$ cat src/rtl/mips_pkg.sv
// -----------------------------------------------------------------------------
// mips_pkg
//   Definitions shared by the hazard scheduler and its mult/div sequencer:
//   the ALU forwarding select encodings, the mult/div FSM state encoding and
//   the default register-specifier width.
// -----------------------------------------------------------------------------
package mips_pkg;

    // Default register-specifier width (32 architectural registers).
    localparam int REG_ADDR_W = 5;

    // Execute-stage ALU operand select encodings.
    localparam logic [1:0] FWD_RF  = 2'b00;  // value read from the register file
    localparam logic [1:0] FWD_WB  = 2'b01;  // result being written back
    localparam logic [1:0] FWD_MEM = 2'b10;  // ALUOutM of the memory stage

    // Mult/div sequencer states.
    typedef enum logic {
        MD_IDLE = 1'b0,
        MD_BUSY = 1'b1
    } md_state_e;

endpackage : mips_pkg

$ cat src/rtl/md_sequencer.sv
// -----------------------------------------------------------------------------
// md_sequencer
//   Sequences one multi-cycle MULT/DIV operation at a time. An accepted start
//   moves the FSM to BUSY for exactly MD_LATENCY cycles; a registered start
//   pulse is issued on the first busy cycle (aligned with the E stage) and a
//   done pulse on the last busy cycle.
//
// Ports
//   CLK     in   system clock, rising edge
//   RST     in   synchronous active-high reset; abandons any operation
//   accept  in   decode MULT/DIV is leaving decode this cycle
//   MdGo    out  one-cycle start pulse, the cycle after accept
//   MdBusy  out  operation in flight
//   MdDone  out  one-cycle pulse on the last busy cycle
// -----------------------------------------------------------------------------
module md_sequencer
    import mips_pkg::*;
#(
    parameter int MD_LATENCY = 32,
    parameter int CNT_WIDTH  = 6
) (
    input  logic CLK,
    input  logic RST,
    input  logic accept,
    output logic MdGo,
    output logic MdBusy,
    output logic MdDone
);

    localparam logic [CNT_WIDTH-1:0] CNT_LOAD = CNT_WIDTH'(MD_LATENCY);
    localparam logic [CNT_WIDTH-1:0] CNT_LAST = CNT_WIDTH'(1);

    md_state_e             state_q, state_d;
    logic [CNT_WIDTH-1:0]  cnt_q,   cnt_d;
    logic                  go_q,    go_d;

    always_ff @(posedge CLK) begin
        if (RST) begin
            state_q <= MD_IDLE;
            cnt_q   <= '0;
            go_q    <= 1'b0;
        end else begin
            state_q <= state_d;
            cnt_q   <= cnt_d;
            go_q    <= go_d;
        end
    end

    always_comb begin
        state_d = state_q;
        cnt_d   = cnt_q;
        go_d    = 1'b0;
        unique case (state_q)
            MD_IDLE: begin
                // A start seen while BUSY is never lost: decode is stalled
                // and the instruction is re-presented on the first IDLE cycle.
                if (accept) begin
                    state_d = MD_BUSY;
                    cnt_d   = CNT_LOAD;
                    go_d    = 1'b1;
                end
            end
            MD_BUSY: begin
                cnt_d = cnt_q - CNT_LAST;
                if (cnt_q == CNT_LAST) begin
                    state_d = MD_IDLE;
                end
            end
            default: begin
                state_d = MD_IDLE;
                cnt_d   = '0;
            end
        endcase
    end

    assign MdGo   = go_q;
    assign MdBusy = (state_q == MD_BUSY);
    assign MdDone = MdBusy && (cnt_q == CNT_LAST);

endmodule : md_sequencer

$ cat src/rtl/hazard_scheduler.sv
// -----------------------------------------------------------------------------
// hazard_scheduler
//   Hazard controller for the 5-stage MIPS pipeline. Produces the forwarding
//   selects for the decode branch comparator and the execute ALU, the F/D
//   stall and E flush controls, and drives the mult/div sequencer so that
//   MULT/DIV and MFHI/MFLO wait in decode while an operation is in flight.
//
// Ports
//   CLK, RST                 clock (rising edge), synchronous active-high reset
//   RsD, RtD                 decode source specifiers
//   BranchD                  decode instruction is a branch
//   MdStartD, MdReadD        decode instruction is MULT/DIV, MFHI/MFLO
//   RsE, RtE, WriteRegE      execute source / destination specifiers
//   RegWriteE, MemtoRegE     execute controls
//   WriteRegM, RegWriteM,
//   MemtoRegM                memory destination and controls
//   WriteRegW, RegWriteW     writeback destination and write enable
//   ForwardAD, ForwardBD     decode comparator select (1 = ALUOutM)
//   ForwardAE, ForwardBE     ALU operand select (FWD_RF / FWD_WB / FWD_MEM)
//   StallF, StallD, FlushE   hold PC and F/D, bubble into D/E
//   MdGo, MdBusy, MdDone     mult/div start pulse, in-flight, done pulse
// -----------------------------------------------------------------------------
module hazard_scheduler
    import mips_pkg::*;
#(
    parameter int REG_ADDR   = REG_ADDR_W,
    parameter int MD_LATENCY = 32,
    parameter int CNT_WIDTH  = 6
) (
    input  logic                CLK,
    input  logic                RST,
    // decode
    input  logic [REG_ADDR-1:0] RsD,
    input  logic [REG_ADDR-1:0] RtD,
    input  logic                BranchD,
    input  logic                MdStartD,
    input  logic                MdReadD,
    // execute
    input  logic [REG_ADDR-1:0] RsE,
    input  logic [REG_ADDR-1:0] RtE,
    input  logic [REG_ADDR-1:0] WriteRegE,
    input  logic                RegWriteE,
    input  logic                MemtoRegE,
    // memory
    input  logic [REG_ADDR-1:0] WriteRegM,
    input  logic                RegWriteM,
    input  logic                MemtoRegM,
    // writeback
    input  logic [REG_ADDR-1:0] WriteRegW,
    input  logic                RegWriteW,
    // forwarding
    output logic                ForwardAD,
    output logic                ForwardBD,
    output logic [1:0]          ForwardAE,
    output logic [1:0]          ForwardBE,
    // stall / flush
    output logic                StallF,
    output logic                StallD,
    output logic                FlushE,
    // mult/div
    output logic                MdGo,
    output logic                MdBusy,
    output logic                MdDone
);

    // $zero is hard-wired, so it never carries a dependency.
    function automatic logic reg_match(input logic [REG_ADDR-1:0] a,
                                       input logic [REG_ADDR-1:0] b);
        return (a != '0) && (a == b);
    endfunction

    logic lwstall, brstall, mdstall, stall;
    logic md_accept;
    logic md_busy;

    // ALU forwarding: the memory stage holds the younger result, so it wins.
    always_comb begin
        ForwardAE = FWD_RF;
        if (RegWriteM && reg_match(WriteRegM, RsE))      ForwardAE = FWD_MEM;
        else if (RegWriteW && reg_match(WriteRegW, RsE)) ForwardAE = FWD_WB;

        ForwardBE = FWD_RF;
        if (RegWriteM && reg_match(WriteRegM, RtE))      ForwardBE = FWD_MEM;
        else if (RegWriteW && reg_match(WriteRegW, RtE)) ForwardBE = FWD_WB;
    end

    assign ForwardAD = RegWriteM && reg_match(WriteRegM, RsD);
    assign ForwardBD = RegWriteM && reg_match(WriteRegM, RtD);

    // Load in E: its data is not available until after M.
    assign lwstall = MemtoRegE &&
                     (reg_match(WriteRegE, RsD) || reg_match(WriteRegE, RtD));

    // The branch compares in D, so an ALU result still in E, or load data
    // still in M, cannot be forwarded in time.
    assign brstall = BranchD &&
                     ((RegWriteE && (reg_match(WriteRegE, RsD) || reg_match(WriteRegE, RtD))) ||
                      (MemtoRegM && (reg_match(WriteRegM, RsD) || reg_match(WriteRegM, RtD))));

    // Only one mult/div at a time, and HI/LO are not valid until it finishes.
    assign mdstall = (MdStartD || MdReadD) && md_busy;

    assign stall  = lwstall || brstall || mdstall;
    assign StallF = stall;
    assign StallD = stall;
    assign FlushE = stall;

    // A MULT/DIV is accepted only when it actually leaves decode; the
    // sequencer additionally ignores it unless IDLE.
    assign md_accept = MdStartD && !stall;

    md_sequencer #(
        .MD_LATENCY (MD_LATENCY),
        .CNT_WIDTH  (CNT_WIDTH)
    ) u_md_seq (
        .CLK    (CLK),
        .RST    (RST),
        .accept (md_accept),
        .MdGo   (MdGo),
        .MdBusy (md_busy),
        .MdDone (MdDone)
    );

    assign MdBusy = md_busy;

endmodule : hazard_scheduler
$ cat config.mk
export PLATFORM = sky130hd
export DESIGN_NAME = hazard_scheduler
export DESIGN_NICKNAME = d
export VERILOG_FILES = /design/src/rtl/mips_pkg.sv /design/src/rtl/md_sequencer.sv /design/src/rtl/hazard_scheduler.sv
export SDC_FILE = /design/constraint.sdc
export NUM_CORES = 1
export LEC_CHECK = 0
export BUFFER_PORTS_ARGS = -buffer_cell sky130_fd_sc_hd__buf_2
export CORE_UTILIZATION = 41
export CTS_BUF_LIST = sky130_fd_sc_hd__clkbuf_8
export CTS_CLUSTER_DIAMETER = 50
export CTS_CLUSTER_SIZE = 14
export DETAILED_ROUTE_END_ITERATION = 10
export PLACE_DENSITY = 0.87
export SYNTH_ARGS = -nofsm -noshare
export SYNTH_HDL_FRONTEND = slang
export SYNTH_SLANG_ARGS = --single-unit
$ cat constraint.sdc
create_clock -name CLK -period 1.22 [get_ports CLK]
set_clock_uncertainty 0.05 [all_clocks]
set_input_delay 0.061 -clock CLK [delete_from_list [all_inputs] [get_ports CLK]]
set_output_delay 0.061 -clock CLK [all_outputs]
set_load 0.1 [all_outputs]
==> results.md, run 1 <==
- Status: aborted with a tool error
- Last stage: global routing (5_1_grt)
- Error msg: [ERROR DPL-0038] Utilization greater than 100%, impossible to legalize
- Area after DPL: 1803 sq um
- Die Ht: 51.23 microns
- Synth Instances: 128
- Mapped Avg Cell Area: 7.761 sq um
- Cell total after placement: 234
- RD Place Congestion: 0.9260
- Post-synth top area share: 0.2116
- CTS Sinks: 8
- Worst EP kind: top-level output
- Root Driver: clkbuf_8
- Site Rows: 17
- Largest net degree at the start of global routing: 9
- Hpwl dp: 3.076 mm
- Synth area leaders: xor2_1, dfxtp_1, xnor2_1
- Register area share after synthesis: 0.1612
- Number of H-tree levels: 1
- # IOs: 57
- Post-Syn Nets: 175
- Clock buffer depth: 2
- Die W: 51.23 microns
- Initial core utilization: 0.4406
- Synth Warn #: 0
- Unique masters post-synth: 30
- #FFs+latches synth: 8
- Mapped cell area: 993.5 sq um
- Yosys top cell by area: xor2_1
- IO buf count: 56
- Worst-path endpoint after global-route repair_timing: ForwardBE[0]
- TritonCTS Buffers: 3
==> what timing repair did <==
action | in CTS
gates resized for setup | 35
hold buffers | 0
setup endpoints to repair | 18
cloned | 0
hold endpoints to repair | 0
pin swaps | 22
buffers inserted | 12
==> kinds of logic after synthesis <==
family,synth area share
flops,0.1612
buf+inv,0.07303
simple gates,0.2481
fa+ha+maj,0.02518
xor+xnor,0.3615
compound gates,0.1310
==> stage by stage <==
stage	setup WS, ns	hold WS, ns
3_5_place_dp	-0.4193	0.2962
4_1_cts	-0.2527	0.06801
2_1_floorplan	-0.8663	0.1509
3_3_place_gp	-0.3439	0.2958
==> cells in the mapped netlist <==
cell type  count
a31oi_1        2
a2111oi_4      1
nand2_1        5
nand4_1        2
nand3_1        9
o21ai_0        1
nor2_1         8
nand3b_1       1
buf_6          2
a21oi_1        6
and3_1         3
dfxtp_1        8
or4_1          3
xor2_1        24
inv_1          4
nor3_1        10
and2_4         1
o21ai_2        1
nor4_1         4
ha_1           2
o21ai_1        1
xnor2_1       17
nor3b_1        1
buf_2          1
o31ai_1        1
clkbuf_1       4
a41oi_1        2
a21o_1         1
buf_4          2
a31o_2         1
==> run 2: changes to the inputs <==
--- a/config.mk
+++ b/config.mk
@@ -6,12 +6,10 @@
 export NUM_CORES = 1
 export LEC_CHECK = 0
 export BUFFER_PORTS_ARGS = -buffer_cell sky130_fd_sc_hd__buf_2
-export CORE_UTILIZATION = 41
-export CTS_BUF_LIST = sky130_fd_sc_hd__clkbuf_8
-export CTS_CLUSTER_DIAMETER = 50
-export CTS_CLUSTER_SIZE = 14
+export CORE_AREA = 2 2 63 65
 export DETAILED_ROUTE_END_ITERATION = 10
-export PLACE_DENSITY = 0.87
+export DIE_AREA = 0 0 65 67
+export PLACE_DENSITY_LB_ADDON = 0.15
 export SYNTH_ARGS = -nofsm -noshare
 export SYNTH_HDL_FRONTEND = slang
 export SYNTH_SLANG_ARGS = --single-unit
==> constraint.sdc (replaced) <==
create_clock -name CLK -period 1.6 [get_ports CLK]
set_clock_uncertainty 0.05 [all_clocks]
set_input_delay 0.08 -clock CLK [delete_from_list [all_inputs] [get_ports CLK]]
set_output_delay 0.08 -clock CLK [all_outputs]
set_load 0.1 [all_outputs]
==> run 2 against run 1 <==
Effect of this change:
- the flow now finishes without violations
- area after synthesis is the same
- synthesized cell count unchanged
==> results.md, run 2 <==
- Status: finished clean
- Initial antenna violation count: 0
- Unique masters post-synth: 30 (unchanged)
- Clk Latency, worst-skew pair: 0.23 ns
- Async SR Flop Fraction: 0 (unchanged)
- Synth-to-Final Area Change: 71.66%
- Largest net degree at the start of global routing: 15
- CP Launch Type: input port
- Setup-failing EPs final: 0
- CTS Sinks: 8 (unchanged)
- Max-cap violation count: 0
- Max Fclk: 641.1 MHz
- Crit end category: output port
- R2r setup slk: 0.33 ns
- Initial core utilization: 0.2755 (-0.1651)
- Routed wire length: 3.103 mm
- Register area share after synthesis: 0.1612 (unchanged)
- Worst Hold Class: in -> reg
- Final core occ: 0.4729
- Vias in the first global route: 1,179
- Worst slew pin tran: 0.4875 ns
- Die Ht: 67 microns (+31%)
- Crit path arrival time: 1.43 ns
- CP max FO: 3
- Hold-fix buffers at CTS: 0 (unchanged)
- Mapped cell area: 993.5 sq um (unchanged)
- Post-synth top area share: 0.2116 (unchanged)
- Leakage: 0.7145 nW
- RD Place Congestion: 0.8312 (-10%)
- Slew Viols, Final: 0
- Residual DRC: 0
- Most frequent cells in the layout: buf_2, xor2_1, xnor2_1
- Biggest register: u_md_seq.cnt_q
- Crit path to: ForwardBE[0]
- Root Driver: clkbuf_8
- # IOs: 57 (unchanged)
- First-pass GRT wire length: 5.099 mm
- Clock buffer depth: 2 (unchanged)
- Total grt overflow: 0
- Max reg flops: 6
- Fin. Hold Viols: 0
- Worst path cell trace: buf_4 -> xor2_1 -> or4_4 -> nor4_4 -> buf_12
- Post-Syn Nets: 175 (unchanged)
- Mapped Avg Cell Area: 7.761 sq um (unchanged)
- Worst vdd ir: 0.3129 mV
- Drt pass-1 iters: 4
- Routed len/inst: 13.15 microns
- Crit Reg-Reg Startpoint: u_md_seq.cnt_q[2]
- CORE AREA: 3606 sq um
- Yosys top cell by area: xor2_1
- Reg2reg path depth: 3
- Fillers: 354
- Clock-pin transition on the worst setup and hold timing paths: 0.05 ns
- Synth area leaders: xor2_1, dfxtp_1, xnor2_1
- Die W: 65 microns (+27%)
- Worst Path Buf+Inv: 2
- Nets@finish: 236
- Die area: 4355 sq um
- CP startpoint: WriteRegW[1]
- DRT antenna net count: 0
- Synth Instances: 128 (unchanged)
- Synth Warn #: 0 (unchanged)
- Vias: 1,159
- Most common cell after layout, fill and taps aside: buf_2
- EDFF count, synth: 0 (unchanged)
- Slowest stage delay, CP: 0.54 ns
- Worst Hold Slack: 0.08800 ns
- WP depth: 5
- Count leader, synth: xor2_1
- Via/cell ratio: 4.911
- Number of H-tree levels: 1 (unchanged)
- Max_slew headroom: 0.6773
- DRT iter0 DRCs: 38
- Required time of the critical path: 1.47 ns
- Top post-synthesis cells by count: xor2_1, xnor2_1, nor3_1
- Slowest CP cell: or4_4
- GRT Util Overall: 0.1501
- RSZ-0062 raised after global routing: yes
- Kind of cell adding the most delay to the critical path: simple AND/OR/NAND/NOR gates
- Site Rows: 22 (+5)
- PwrDens: 634.4 nW/um^2
- Dominant synthesized flop cell: dfxtp_1
- IO buf count: 56 (unchanged)
- Total Power: 1.082 mW
- N_diodes: 0
- Post-route minimum period: 1.560 ns
- Reg2reg end: u_md_seq.cnt_q[3]
- TritonCTS Buffers: 3 (unchanged)
- CTS tree: built
- Fraction of layout instances using a drive strength above 1: 0.4734
- Critical path type: in -> out
- Period utilisation layout: 0.9749
- Hpwl dp: 2.651 mm (-14%)
- #FFs+latches synth: 8 (unchanged)
## run 2: cell counts after synthesis
Identical to the previous run, type by type.
## run 2: cell type report
cell class,instances,area [sq um],share of cell area
Clock buffer,4,45.04,0.02641
Inverter,4,15.01,0.008804
Multi-Input combinational cell,107,905.9,0.5312
Sequential cell,8,163.9,0.09611
Tap cell,48,60.06,0.03522
Timing Repair Buffer,65,515.5,0.3023
## run 2: metal layers
layer  part of all wire  wire (microns)  vias to the layer above  global-route usage
li1                   -               -                      569                   -
met1               0.40            1252                      541              0.1731
met2               0.54            1663                       47              0.2822
met3              0.054             168                        2             0.02703
met4             0.0058              18                        0             0.03989
met5                  0               0                        -                   0
## run 2: what timing repair did
item,4_1_cts,5_1_grt
pin swaps,2,5
buffers inserted,0,2
resized for setup,0,9
setup endpoints to repair,2,6
## run 2: stage by stage
step,cells,TNS (ns),setup slack (ns),cell area [sq um]
CTS,235,0,0.004046,1665
global placement,231,-0.01119,-0.01004,1620
finish,236,0,0.04012,1705
detailed placement,231,-0.04435,-0.02473,1620
global route,236,-0.02134,-0.01943,1705
floorplan,128,-2.564,-0.5243,1167
## run 2: worst min-delay path by stage
stage | from | endpoint | slack, ns | cells past startpoint
floorplan | MdStartD | u_md_seq.cnt_q[2] | 0.17 | 1
global placement | RST | u_md_seq.cnt_q[3] | 0.32 | 2
detailed placement | RST | u_md_seq.cnt_q[3] | 0.33 | 2
CTS | RST | u_md_seq.cnt_q[3] | 0.09 | 2
global route | RST | u_md_seq.cnt_q[3] | 0.1 | 2
finish | RST | u_md_seq.cnt_q[3] | 0.09 | 2
## run 2: power by group
part | switching [mW] | total [mW] | internal [mW]
Clock | 0.0844 | 0.258 | 0.173
Combinational | 0.333 | 0.571 | 0.238
Sequential | 0.0305 | 0.253 | 0.223
## run 2: logic make-up after synthesis
group | share of synthesized area
flip-flops | 0.1612
XOR/XNOR | 0.3615
AND/OR/NAND/NOR | 0.2481
adder cells (fa/ha/maj) | 0.02518
AO/OA/AOI/OAI | 0.1310
buffers and inverters | 0.07303
## run 2: worst reg2reg max path, cell delays in order, from the launching register on
cell	delay [ns]
dfxtp_1	0.35
nor3_1	0.29
a21oi_1	0.16
a2111oi_4	0.32
Power figures use the tool's default switching activity.
